[src/rtl/cpu15_pkg.sv]
// Shared definitions for the CPU15 RAM read/write decoders (ram_dc, ram_wb).
package cpu15_pkg;

    localparam int DATA_W    = 16;
    localparam int ADDR_W    = 8;
    localparam int RAM_DEPTH = 8;

    // IO64 is a read-only input port; IO65 is the memory-mapped output port.
    localparam logic [ADDR_W-1:0] IO_IN_ADDR  = 8'h40;
    localparam logic [ADDR_W-1:0] IO_OUT_ADDR = 8'h41;

    typedef logic [DATA_W-1:0] data_t;

    // Output-port handshake: the encoding doubles as the IO65_VALID level.
    typedef enum logic {
        IO_IDLE = 1'b0,
        IO_PEND = 1'b1
    } io_state_t;

    // True when the address selects one of the RAM_0..RAM_7 registers.
    function automatic logic is_ram_addr(input logic [ADDR_W-1:0] addr);
        return addr < ADDR_W'(RAM_DEPTH);
    endfunction

endpackage

[src/rtl/ram_wb_ioport.sv]
// IO65 output port: data register, valid/ack handshake and the WB_READY
// back-pressure signal seen by the write-back stage.
module ram_wb_ioport
    import cpu15_pkg::*;
(
    input  logic              clk,
    input  logic              srst,
    input  logic              io_wr,
    input  logic [DATA_W-1:0] wr_data,
    input  logic              io_ack,
    output logic [DATA_W-1:0] io_data,
    output logic              io_valid,
    output logic              wb_ready
);

    io_state_t         state_reg, state_next;
    logic [DATA_W-1:0] data_reg, data_next;

    // A pending word blocks new IO writes unless it is being acknowledged now.
    assign wb_ready = !((state_reg == IO_PEND) && !io_ack);
    assign io_data  = data_reg;
    assign io_valid = (state_reg == IO_PEND);

    // State and data registers.
    always_ff @(posedge clk) begin
        if (srst) begin
            state_reg <= IO_IDLE;
            data_reg  <= '0;
        end else begin
            state_reg <= state_next;
            data_reg  <= data_next;
        end
    end

    // Next-state: accept writes when ready, retire on ack, chain back-to-back.
    always_comb begin
        state_next = state_reg;
        data_next  = data_reg;
        case (state_reg)
            IO_IDLE: begin
                if (io_wr) begin
                    state_next = IO_PEND;
                    data_next  = wr_data;
                end
            end
            IO_PEND: begin
                if (io_ack && io_wr) begin
                    data_next = wr_data;
                end else if (io_ack) begin
                    state_next = IO_IDLE;
                end
            end
            default: state_next = IO_IDLE;
        endcase
    end

endmodule

[src/rtl/ram_wb.sv]
// Write-back RAM decoder: updates RAM_0..RAM_7 and feeds the IO65 output port.
// Optional build macro: RAM_WB_ERR_EN adds the sticky ERR_ADDR flag.
module ram_wb
    import cpu15_pkg::*;
(
    input  logic              CLK_WB,
    input  logic              RESET,
    input  logic [ADDR_W-1:0] RAM_AD_IN,
    input  logic [DATA_W-1:0] RAM_IN,
    input  logic              RAM_WEN,
    output logic              WB_READY,
    output logic [DATA_W-1:0] RAM_0,
    output logic [DATA_W-1:0] RAM_1,
    output logic [DATA_W-1:0] RAM_2,
    output logic [DATA_W-1:0] RAM_3,
    output logic [DATA_W-1:0] RAM_4,
    output logic [DATA_W-1:0] RAM_5,
    output logic [DATA_W-1:0] RAM_6,
    output logic [DATA_W-1:0] RAM_7,
    output logic [DATA_W-1:0] IO65_OUT,
    output logic              IO65_VALID,
    input  logic              IO65_ACK
`ifdef RAM_WB_ERR_EN
    ,
    output logic              ERR_ADDR
`endif
);

    logic [DATA_W-1:0] ram_q [RAM_DEPTH];
    logic              io_wr;

    // IO writes are offered to the port; it decides acceptance via WB_READY.
    assign io_wr = RAM_WEN && (RAM_AD_IN == IO_OUT_ADDR);

    genvar gi;
    generate
        for (gi = 0; gi < RAM_DEPTH; gi++) begin : g_ram
            logic [DATA_W-1:0] word_reg;
            logic              word_we;

            assign word_we   = RAM_WEN && (RAM_AD_IN == ADDR_W'(gi));
            assign ram_q[gi] = word_reg;

            // RAM word: never back-pressured, independent of the IO port.
            always_ff @(posedge CLK_WB) begin
                if (RESET) begin
                    word_reg <= '0;
                end else if (word_we) begin
                    word_reg <= RAM_IN;
                end
            end
        end
    endgenerate

    assign RAM_0 = ram_q[0];
    assign RAM_1 = ram_q[1];
    assign RAM_2 = ram_q[2];
    assign RAM_3 = ram_q[3];
    assign RAM_4 = ram_q[4];
    assign RAM_5 = ram_q[5];
    assign RAM_6 = ram_q[6];
    assign RAM_7 = ram_q[7];

    ram_wb_ioport u_ioport (
        .clk      (CLK_WB),
        .srst     (RESET),
        .io_wr    (io_wr),
        .wr_data  (RAM_IN),
        .io_ack   (IO65_ACK),
        .io_data  (IO65_OUT),
        .io_valid (IO65_VALID),
        .wb_ready (WB_READY)
    );

`ifdef RAM_WB_ERR_EN
    logic err_reg;

    // Sticky flag for writes that hit neither RAM nor the output port
    // (IO64 is read-only, so it counts as invalid too).
    always_ff @(posedge CLK_WB) begin
        if (RESET) begin
            err_reg <= 1'b0;
        end else if (RAM_WEN && !is_ram_addr(RAM_AD_IN) && (RAM_AD_IN != IO_OUT_ADDR)) begin
            err_reg <= 1'b1;
        end
    end

    assign ERR_ADDR = err_reg;
`endif

endmodule

[config.mk]
export PLATFORM = sky130hd
export DESIGN_NAME = ram_wb
export DESIGN_NICKNAME = d
export VERILOG_FILES = /design/src/rtl/cpu15_pkg.sv /design/src/rtl/ram_wb_ioport.sv /design/src/rtl/ram_wb.sv
export SDC_FILE = /design/constraint.sdc
export NUM_CORES = 1
export LEC_CHECK = 0
export BUFFER_PORTS_ARGS = -buffer_cell sky130_fd_sc_hd__buf_2
export CAP_MARGIN = 20
export CORE_ASPECT_RATIO = 0.8
export CORE_MARGIN = 4
export CORE_UTILIZATION = 35
export CTS_CLUSTER_DIAMETER = 40
export DETAILED_ROUTE_END_ITERATION = 16
export GPL_ROUTABILITY_DRIVEN = 0
export PLACE_DENSITY = 0.68
export SLEW_MARGIN = 20
export SYNTH_ARGS = -nofsm -noshare
export SYNTH_HDL_FRONTEND = slang
export SYNTH_SLANG_ARGS = --single-unit
[constraint.sdc]
create_clock -name CLK_WB -period 2.47 [get_ports CLK_WB]
set_input_delay 0.494 -clock CLK_WB [delete_from_list [all_inputs] [get_ports CLK_WB]]
set_output_delay 0.494 -clock CLK_WB [all_outputs]
set_load 0.005 [all_outputs]
==> impl_metrics.toml <==
[sta]
tns_ns = 0
fin_ws_ns = 0.908
period_minus_slack_ns = 1.56
worst_pin_slew_ns = 0.678
drv_slew = 0
fmax_mhz = 640
relSlewSlack_pct = 54.8
final_hold_viol_count = 0
rsz0062_at_grt = "false"
finClkSkew_ns = 0.00870
period_share_pct = 63.2
setup_viol = 0

[synth]
synth_fa_ha_area_share_pct = 0
yosysTopAreaCell = "dfxtp_1"
synth_top_flop_cell = "dfxtp_1"
synthTopCellsByArea = "dfxtp_1 50%, mux2i_1 25%, nand2b_1 17%"
synthXorXnorAreaFrac_pct = 0
yosysUniqueCellTypes = 20
ys_ff_latch = 145
synthArstFlopShare_pct = 0
syn_area_per_cell_um2 = 11.3
synth_compound_area_share_pct = 0.0861
yosys.area.top_type_share_pct = 49.9
synth_most_common_cell = "nand2b_1"
synth_mux_area_share_pct = 24.8
yosysSeqAreaShare_pct = 49.9
synth_edf_count = 0
synth_top_family_by_area = "multiplexers"
synth_warnings = 0
synth_commonest_cells = "161 x nand2b_1, 145 x dfxtp_1, 144 x mux2i_1"
syn_inst = 515
synth_simple_gate_area_share_pct = 20.8
syn_nets = 543
syn_area_um2 = 5810

[setup_path]
cp-end-kind = "output pin"
crit_path_max_fanout = 3
path_class = "reg -> out"
crit_required_ns = 1.98
cp.arrival_ns = 1.07
reg2regPathDepth = 3
critPathLaunchType = "flip-flop"

[grt]
grt_pass1_vias = 4237
grt_max_degree = 55
track_usage_pct = 16.9
grt-ovfl-total = 0
grt_pass1_wl_um = 24400
antenna_found_initial = 0

[clock_tree]
postCtsSetupBuffers = 0
clock_latency_ns = 0.42
ctsHoldBuffers = 0
clockRootBuffer = "clkbuf_16"
cts.sinks = 145
htreeDepth = 4
clk_pin_slew_ns = 0.07
cts_buffers = 17
cts_resized = 0
tritoncts = "yes"
clock_path_buffers = 2

[power_and_ir_drop]
p_total_mw = 5.16
p_leak_nw = 3.99
peakVddDrop_mv = 0.442
power_density_nw_per_um2 = 699

[floorplanning]
dieArea_um2 = 18700
ios = 174
die_w_um = 152
core-area_um2 = 16000
row_count = 41
start_util_pct = 36.3
die_h_um = 123

[cells_and_area]
layout-drive-gt1-share_pct = 33.0
fillers = 1507
area_delta_synth_final_pct = 26.9
antenna_cells = 0
fin_nets = 699

[place]
dpl_worst_slack_ns = 0.537
place_hpwl_um = 11200
port_buffers = 173

[drt]
top_layer = "met4"
drt-initial-drc-count = 166
wl_per_cell_um = 17.6
dr.pass1.iters = 4
wl_met3_um = 1190
wl_um = 15800
via_per_inst = 4.62
routed-wl-met2_um = 6730
num_vias = 4146
m1WireLength_um = 7720
drc = 0
drtAntennaViolNets = 0

[run]
maxCapViolations = 0

[worst_hold_path]
hold_path_class = "in -> reg"
whs_path_depth = 4

[outcome]
outcome = "completed"
[area by class of cell]
| class | instances | area (µm²) | share of cell area, % |
|---|---|---|---|
| timing repair buffer | 183 | 943 | 12.8 |
| sequential | 145 | 2900 | 39.3 |
| tap | 215 | 269 | 3.65 |
| clock buffer | 20 | 467 | 6.33 |
| multi-input combinational | 324 | 2660 | 36.1 |
| clock inverter | 10 | 135 | 1.83 |
[worst max-delay path: stages, from the launching register on]
cell and delay [ns]:
dfxtp_1 0.35, nand2b_1 0.14, buf_2 0.16
[metal layers]
metal | GRT usage (%) | vias to the layer above
li1 | - | 2003
met1 | 23.2 | 1991
met2 | 24.9 | 137
met3 | 6.54 | 15
met4 | 4.88 | 0
met5 | 0 | -
[logic make-up (layout without fill, tap and decap cells)]
kind of cell	Yosys count	in the layout
AND/OR/NAND/NOR	179	179
flip-flops	145	145
multiplexers	144	144
buffers and inverters	46	213
AO/OA/AOI/OAI	1	1
[stage by stage]
| step | cell area [µm²] | instances | util (%) | hold slack (ns) |
|---|---|---|---|---|
| finish | 7380 | 897 | 46.1 | 0.464 |
| global route | 7380 | 897 | 46.1 | 0.470 |
| floorplan | 5810 | 515 | - | 0.465 |
| CTS | 7380 | 897 | 46.1 | 0.445 |
| detailed placement | 6780 | 867 | 42.3 | 0.462 |
| global placement | 6780 | 867 | 42.3 | 0.456 |
[registers in the layout (all words and copies together), names as in the netlist]
register / cells
RAM_2: 16
u_ioport.io_data: 16
RAM_7: 16
RAM_3: 16
RAM_6: 16
RAM_4: 16
RAM_0: 16
RAM_1: 16
RAM_5: 16
u_ioport.io_valid: 1
[layout by cell type, fill, tap and decap left out, drive strengths merged, types with 2 or more instances in the layout]
master / n
buf: 183
nand2b: 161
dfxtp: 145
mux2i: 144
clkbuf: 20
nand3: 8
clkinvlp: 4
clkinv: 3
bufinv: 3
nor2b: 2
and4bb: 2
[final timing paths]
kind / endpoint / start / slack (ns)
worst max-delay path: WB_READY / u_ioport.io_valid$_SDFF_PP0_ / 0.91
worst min register to register: RAM_3[5]$_SDFFE_PP0P_ / RAM_3[5]$_SDFFE_PP0P_ / 0.47
worst max register to register: u_ioport.io_data[13]$_SDFFE_PP0P_ / u_ioport.io_valid$_SDFF_PP0_ / 1.23
worst min-delay path: u_ioport.io_valid$_SDFF_PP0_ / RAM_AD_IN[2] / 0.46
[power by group]
group	internal (mW)	switching, mW
Sequential	2.34	0.00166
Combinational	0.0760	0.113
Clock	1.65	0.971
Total	4.07	1.09
(Power assumes the default switching activity.)
